File: src/rtl/out_fifo_sc.sv
`default_nettype none
// ============================================================================
// Module   : out_fifo_sc
// Purpose  : 8-entry single-clock transmit FIFO, 10 byte lanes in, 10 nibble
//            lanes out (low nibble first), with empty/full/almost flags.
// Revision : 1.0
// ============================================================================
module out_fifo_sc #(
    parameter ARRAY_MODE         = "ARRAY_MODE_8_X_4",
    parameter int ALMOST_EMPTY_VALUE = 1,
    parameter int ALMOST_FULL_VALUE  = 1,
    parameter int DEPTH              = 8
) (
    input  logic        CLK,
    input  logic        RESETB,
    input  logic        WREN,
    input  logic [79:0] D,
    input  logic        RDEN,
    output logic [39:0] Q,
    output logic        EMPTY,
    output logic        ALMOSTEMPTY,
    output logic        FULL,
    output logic        ALMOSTFULL,
    output logic        OVERFLOW,
    output logic        UNDERFLOW
);

    localparam int   LANES  = 10;
    localparam logic IS_8X4 = (ARRAY_MODE == "ARRAY_MODE_8_X_4");
    localparam logic PARAM_OK =
        ((ARRAY_MODE == "ARRAY_MODE_8_X_4") || (ARRAY_MODE == "ARRAY_MODE_4_X_4")) &&
        ((ALMOST_EMPTY_VALUE == 1) || (ALMOST_EMPTY_VALUE == 2)) &&
        ((ALMOST_FULL_VALUE == 1) || (ALMOST_FULL_VALUE == 2)) &&
        (DEPTH == 8);
    localparam logic [4:0] c_ae_value = 5'(ALMOST_EMPTY_VALUE);
    localparam logic [3:0] c_af_value = 4'(ALMOST_FULL_VALUE);

    generate
        if (!PARAM_OK) begin : g_param_check
`ifndef SYNTHESIS
            initial begin
                $display("Attribute Syntax Error : illegal parameter value on instance %m");
                $finish;
            end
`endif
        end
    endgenerate

    logic [79:0] mem [0:7];

    logic [2:0]  wptr_q, wptr_d;
    logic [2:0]  rptr_q, rptr_d;
    logic [3:0]  count_q, count_d;
    logic        phase_q, phase_d;
    logic [39:0] q_q, q_d;
    logic        ovf_q, ovf_d;
    logic        unf_q, unf_d;

    logic [4:0]  avail;
    logic [3:0]  free_entries;
    logic        empty, full;
    logic        do_wr, do_rd, frees;
    logic [79:0] rd_word;

    // In 8_X_4 mode each entry holds two readable nibble words
    assign avail        = IS_8X4 ? ({count_q, 1'b0} - {4'd0, phase_q}) : {1'b0, count_q};
    assign free_entries = 4'd8 - count_q;
    assign empty        = (avail == 5'd0);
    assign full         = (count_q == 4'd8);

    assign do_wr   = WREN & ~full;
    assign do_rd   = RDEN & ~empty;
    assign frees   = do_rd & (~IS_8X4 | phase_q);
    assign rd_word = mem[rptr_q];

    always_comb begin
        wptr_d  = wptr_q + {2'd0, do_wr};
        rptr_d  = rptr_q + {2'd0, frees};
        count_d = count_q + {3'd0, do_wr} - {3'd0, frees};
        phase_d = IS_8X4 ? (phase_q ^ do_rd) : 1'b0;
        ovf_d   = WREN & full;
        unf_d   = RDEN & empty;
        q_d     = q_q;
        if (do_rd) begin
            for (int n = 0; n < LANES; n++) begin
                q_d[4*n +: 4] = (IS_8X4 && phase_q) ? rd_word[8*n+4 +: 4]
                                                    : rd_word[8*n +: 4];
            end
        end
    end

    always_ff @(posedge CLK or negedge RESETB) begin
        if (!RESETB) begin
            wptr_q  <= 3'd0;
            rptr_q  <= 3'd0;
            count_q <= 4'd0;
            phase_q <= 1'b0;
            q_q     <= 40'd0;
            ovf_q   <= 1'b0;
            unf_q   <= 1'b0;
        end else begin
            wptr_q  <= wptr_d;
            rptr_q  <= rptr_d;
            count_q <= count_d;
            phase_q <= phase_d;
            q_q     <= q_d;
            ovf_q   <= ovf_d;
            unf_q   <= unf_d;
        end
    end

    // Storage is deliberately left out of reset
    always_ff @(posedge CLK) begin
        if (do_wr) begin
            mem[wptr_q] <= D;
        end
    end

    assign Q           = q_q;
    assign EMPTY       = empty;
    assign ALMOSTEMPTY = (avail <= c_ae_value);
    assign FULL        = full;
    assign ALMOSTFULL  = (free_entries <= c_af_value);
    assign OVERFLOW    = ovf_q;
    assign UNDERFLOW   = unf_q;

endmodule
`default_nettype wire

File: config.mk
export PLATFORM = sky130hd
export DESIGN_NAME = out_fifo_sc
export DESIGN_NICKNAME = d
export VERILOG_FILES = /design/src/rtl/out_fifo_sc.sv
export SDC_FILE = /design/constraint.sdc
export NUM_CORES = 1
export LEC_CHECK = 0
export BUFFER_PORTS_ARGS = -buffer_cell sky130_fd_sc_hd__buf_4
export CAP_MARGIN = 20
export CORE_MARGIN = 2
export CORE_UTILIZATION = 49
export CTS_CLUSTER_SIZE = 16
export DETAILED_ROUTE_END_ITERATION = 7
export GPL_ROUTABILITY_DRIVEN = 1
export PLACE_DENSITY = 0.63
export SYNTH_ARGS = -nofsm -noshare
export SYNTH_HDL_FRONTEND = slang
export SYNTH_SLANG_ARGS = --single-unit
File: constraint.sdc
create_clock -name CLK -period 8.1 [get_ports CLK]
set_input_delay 1.215 -clock CLK [delete_from_list [all_inputs] [get_ports CLK]]
set_output_delay 1.215 -clock CLK [all_outputs]
set_load 0.02 [all_outputs]
==> results_dict.tcl, run 1 <==
set metrics [dict create \
    synth_cells 1145 \
    stdcell_count 2056 \
    hold_slack_ps 498 \
    die_height_um 235 \
    coreArea_um2 52700 \
    viasPerCell 5.77 \
    port_buffers 129 \
    place_congestion 0.719 \
    path_depth 8 \
    drt_iter0_drc 1023 \
    slowest_delay_ps 470 \
    fin_tns_setup_ps 0 \
    clk_latency_ps 600 \
    initial_core_util_pct 49.7 \
    powerDensity_nw_per_um2 363 \
    ctsResizeCount 0 \
    crit_path_end_kind "primary output" \
    grt_max_degree 99 \
    slew_viol_final 0 \
    wl_per_cell_um 25.7 \
    io_pins 130 \
    synth.top_cell.area_share_pct 73.4 \
    path_buf_inv 3 \
    design.die.area_um2 55300 \
    ys_types 32 \
    busiest_layer "met2" \
    ys_warn_count 0 \
    dp_hpwl_mm 26.4 \
    r2r_cells 7 \
    dp_cells 1925 \
    startpoint "count_q[1]" \
    critPathSlowestCell "dfrtp_1" \
    endpoint "ALMOSTEMPTY" \
    path_common_cell "inv_1" \
    synth-seq-cells 693 \
    n_antenna_cell 0 \
    fmax_ghz 0.264 \
    arrival_ps 2580 \
    htreeDepth 3 \
    synthArstFlopShare_pct 7.65 \
    num-nets-final 1409 \
    path_class "reg -> out" \
    power.leakage_nw 10.0 \
    ir_drop_mv 0.263 \
    cts_tree "yes" \
    crit_fanout 8 \
    clockRootBuffer "clkbuf_16" \
    clock_skew_ps 23.7 \
    total_power_w 0.0110 \
    path_clk_slew_ps 60 \
    grtUsageMet2_pct 31.7 \
    cp_cell_sequence "inv_1 > ha_1 > inv_1 > o21ai_0 > xnor2_1 > nor2_1 > o21a_1 > buf_4" \
    met1_usage_pct 27.7 \
    area_delta_synth_final_pct 15.3 \
    status "complete, no violations" \
    final_core_util_pct 57.3 \
    routed_wl_mm 52.9 \
    antenna_found_initial 4 \
    start_kind "flop" \
    vias 11900 \
    finalSetupViolCount 0 \
    synth_edf_count 640 \
    placementRows 84 \
    r2r-end "mem[6][28]" \
    grt.met3_usage_pct 3.73 \
    final.period_utilization_pct 46.8 \
    cts_made_buffers 71 \
    cap_viol_max_count 0 \
    synth_common_cells "edfxtp_1, mux4_2, a22oi_1" \
    yosys_most_used_dff "edfxtp_1" \
    cts_setup_buffers 0 \
    syn_avg_cell_area_um2 22.9 \
    cts_buffer_depth 3 \
    die_x_um 235 \
    ff2ff_setup_slack_ps 4700 \
    slew_headroom_pct 27.6 \
    drive_above_1_share_pct 33.7 \
    hold_buffers 0 \
    rsz0062_at_grt "no" \
    grt_first_pass_wirelength_mm 80.4 \
    cp_top_family "compound AO/OA/AOI/OAI gates" \
    yosys.area.top_type "edfxtp_1" \
    grt_overflow_total 0 \
    rr_startpoint "count_q[2]" \
    synth.most_common_cell "edfxtp_1" \
    netlist_area_um2 26200 \
    min_path_type "in -> async" \
    hold_viol 0 \
    drt_first_pass_iters 5 \
    drc 0 \
    cts.sinks 693 \
    tightestPinTransition_ps 1090 \
    track_usage_pct 19.6 \
    min_period_ps 3790 \
    cp.required_ps 6880 \
    yosysSeqAreaShare_pct 78.4 \
    final_antenna_net_count 0 \
    synth_area_leaders "edfxtp_1, mux4_2, dfrtp_1, a22oi_1, mux2_2" \
    synth_fp_nets 1244 \
    grt_pass1_vias 12700 \
]
layout make-up:
class,instances,area (um^2)
fillers,3862,22500
flip-flops and latches,693,20600
multi-input cells,382,5360
clock buffers,111,2080
repair buffers,150,1150
well taps,688,861
clock inverters,20,143
inverters,12,45.0
through the flow:
step / instance area (um^2) / setup WS, ps
detailed placement: 28000 / 4200
finish: 30200 / 4310
CTS: 30200 / 4290
global route: 30200 / 4150
global placement: 28000 / 4190
floorplan: 26200 / 475
power breakdown:
part           total, W  internal [W]  switching (W)  leakage (nW)
Combinational   0.00304       0.00139        0.00165          2.53
Clock           0.00308       0.00181        0.00128          1.07
Sequential      0.00484       0.00456       0.000275          6.45
registers in the layout, indices dropped and copies added (netlist names):
signal	flops
OVERFLOW	1
Q	40
UNDERFLOW	1
count_q	4
mem	640
phase_q	1
rptr_q	3
wptr_q	3
layer usage:
layer	vias up	part of all wire [%]
li1	5153	-
met1	6350	44
met4	8	1.6
met5	-	0.10
met2	276	49
met3	67	5.0
cell usage in the layout (no fill, tap or decap), types with 7 or more instances in the layout:
master	instances
a22oi_1	80
buf_4	148
clkbuf_1	30
clkbuf_16	76
clkinv_1	7
dfrtp_1	51
edfxtp_1	640
ha_1	14
inv_1	12
mux2_2	40
mux4_2	160
nand2_1	43
nor2_4	8
worst min path at each step:
| stage | slack [ps] | startpoint | endpoint |
|---|---|---|---|
| 2_1_floorplan | 470 | rptr_q[1] | rptr_q[1] |
| 3_3_place_gp | 490 | Q[19] | Q[19] |
| 3_5_place_dp | 490 | Q[13] | Q[13] |
| 4_1_cts | 470 | RESETB | Q[16] |
| 5_1_grt | 490 | RESETB | Q[20] |
| 6_report | 500 | RESETB | Q[16] |
kinds of logic after synthesis:
group           Yosys count  share of synthesized area (%)
buf+inv                  70                           1.41
xor+xnor                  7                          0.234
flops                   693                           78.4
mux                     200                           15.5
fa+ha+maj                15                          0.745
compound gates           87                           2.52
simple gates             73                           1.18
(Power assumes the default switching activity.)
==> run 2, diff against run 1 <==
--- a/config.mk
+++ b/config.mk
@@ -12,7 +12,7 @@
 export CTS_CLUSTER_SIZE = 16
 export DETAILED_ROUTE_END_ITERATION = 7
 export GPL_ROUTABILITY_DRIVEN = 1
-export PLACE_DENSITY = 0.63
+export PLACE_DENSITY = 0.66
 export SYNTH_ARGS = -nofsm -noshare
 export SYNTH_HDL_FRONTEND = slang
 export SYNTH_SLANG_ARGS = --single-unit
==> constraint.sdc (replaced) <==
create_clock -name CLK -period 3.4 [get_ports CLK]
set_input_delay 0.51 -clock CLK [delete_from_list [all_inputs] [get_ports CLK]]
set_output_delay 0.51 -clock CLK [all_outputs]
set_load 0.02 [all_outputs]
==> results_dict.tcl, run 2 (synthesis gave the netlist of run 1 again) <==
set metrics [dict create \
    final_common_cell "edfxtp_1" \
    cts.sinks 693 \
    status "complete, no violations" \
    busiest_layer "met2" \
    ir_drop_mv 0.463 \
    ctsResizeCount 0 \
    tightestPinTransition_ps 879 \
    slowest_delay_ps 510 \
    crit_path_end_kind "primary output" \
    clk_latency_ps 590 \
    p_seq_share_pct 43.1 \
    grt_max_degree 62 \
    die_height_um 235 \
    hold_buffers 0 \
    slew_viol_final 0 \
    p_sw_w 0.00776 \
    design.die.area_um2 55300 \
    final_cell_mix "edfxtp_1, mux4_2, buf_4" \
    routed_wl_mm 53.7 \
    rsz0062_at_grt "no" \
    slew_headroom_pct 41.4 \
    cp.required_ps 2890 \
    grt_overflow_total 0 \
    fin_tns_setup_ps 0 \
    fmax_ghz 0.352 \
    hold_slack_ps 40.7 \
    met1_usage_pct 27.5 \
    p_sw_share_pct 29.1 \
    stdcell_count 2064 \
    seq_area_um2 20600 \
    clock_skew_ps 14.8 \
    drt_iter0_drc 1024 \
    critPathSlowestCell "dfrtp_1" \
    p_int_w 0.0189 \
    drc 0 \
    path_buf_inv 2 \
    multiInputGateArea_um2 5390 \
    arrival_ps 2330 \
    track_usage_pct 19.7 \
    nFillCells 3783 \
    hold_viol 0 \
    pwr-share-clk_pct 28.5 \
    antenna_found_initial 5 \
    port_buffers 129 \
    dp_cells 1935 \
    grt_first_pass_wirelength_mm 80.6 \
    ff2ff_setup_slack_ps 950 \
    cts_tree "yes" \
    path_clk_slew_ps 60 \
    min_path_type "in -> async" \
    power.leakage_nw 10.2 \
    coreArea_um2 52700 \
    final.period_utilization_pct 83.5 \
    powerDensity_nw_per_um2 872 \
    largest_reg_flops 640 \
    start_kind "flop" \
    drt_first_pass_iters 5 \
    vias 12100 \
    cts_made_buffers 69 \
    place_congestion 0.719 \
    dp_hpwl_mm 27.2 \
    initial_core_util_pct 49.7 \
    cts_buffer_depth 3 \
    min_period_ps 2840 \
    die_x_um 235 \
    clockRootBuffer "clkbuf_16" \
    viasPerCell 5.85 \
    io_pins 130 \
    htreeDepth 3 \
    cp_cell_sequence "inv_1 > ha_1 > nor4_1 > a31oi_1 > o21ai_0 > buf_4" \
    cap_viol_max_count 0 \
    drive_above_1_share_pct 35.1 \
    area_delta_synth_final_pct 16.6 \
    num-nets-final 1417 \
    wl_per_cell_um 26.0 \
    pwr-share-comb_pct 28.4 \
    finalSetupViolCount 0 \
    cp_top_family "flip-flops" \
    regMostFlops "mem" \
    grtUsageMet2_pct 31.9 \
    crit_fanout 8 \
    final_antenna_net_count 0 \
    placementRows 84 \
    grt_pass1_vias 12800 \
    grt.met3_usage_pct 3.72 \
    path_class "reg -> out" \
    cts_setup_buffers 0 \
]
run 2: cell count changes in the layout (fill, tap and decap cells not counted), sizes merged:
cell / change
clkbuf: -15
clkinv: +6
diode: +3
bufinv: +5
clkinvlp: -3
inv: +2
buf: +10
run 2: layout make-up:
type | instances | area share [%]
inverters | 12 | 0.147
multi-input cells | 382 | 17.7
repair buffers | 160 | 4.59
flip-flops and latches | 693 | 67.3
diodes | 3 | 0.0246
clock buffers | 96 | 6.42
well taps | 688 | 2.82
clock inverters | 30 | 1.06
run 2: worst paths after layout:
check                           start    endpoint  cells past startpoint
max                        count_q[1]  ALMOSTFULL                      6
min in group CLK                D[26]  mem[1][26]                      1
min reg2reg                     Q[16]       Q[16]                      1
max in group asynchronous      RESETB       Q[21]                      2
min                            RESETB       Q[11]                      1
max reg2reg                count_q[2]  mem[0][23]                      7
run 2: power groups by stage:
| stage | registers [W] | logic (W) | clock network (W) |
|---|---|---|---|
| after floorplan | 0.0117 | 0.00512 | 0 |
| after global placement | 0.0116 | 0.00762 | 0 |
| after detailed placement | 0.0117 | 0.00772 | 0 |
| after CTS | 0.0115 | 0.00774 | 0.00777 |
| after global routing | 0.0116 | 0.00817 | 0.00807 |
| final | 0.0115 | 0.00756 | 0.00759 |
run 2: layer usage:
layer	wire length, um	up-vias
li1	-	5153
met1	23000	6460
met2	26400	367
met3	3190	89
met4	1140	4
met5	27	-
run 2: worst reg2reg max path, cell delays in order, from the launching register on:
cell	delay [ps]
dfrtp_1	420
inv_2	100
ha_4	170
nand2_2	80
nand2_2	70
or2_4	300
nor3_4	540
buf_4	410
run 2: through the flow:
step,utilization [%],power [W],instance area (um^2),setup slack (ps)
after floorplan,-,0.0168,26300,-153
after global placement,53.7,0.0192,28300,964
after detailed placement,53.7,0.0194,28300,964
after CTS,58.0,0.0270,30500,517
after global routing,58.0,0.0279,30500,307
final,58.0,0.0266,30500,561
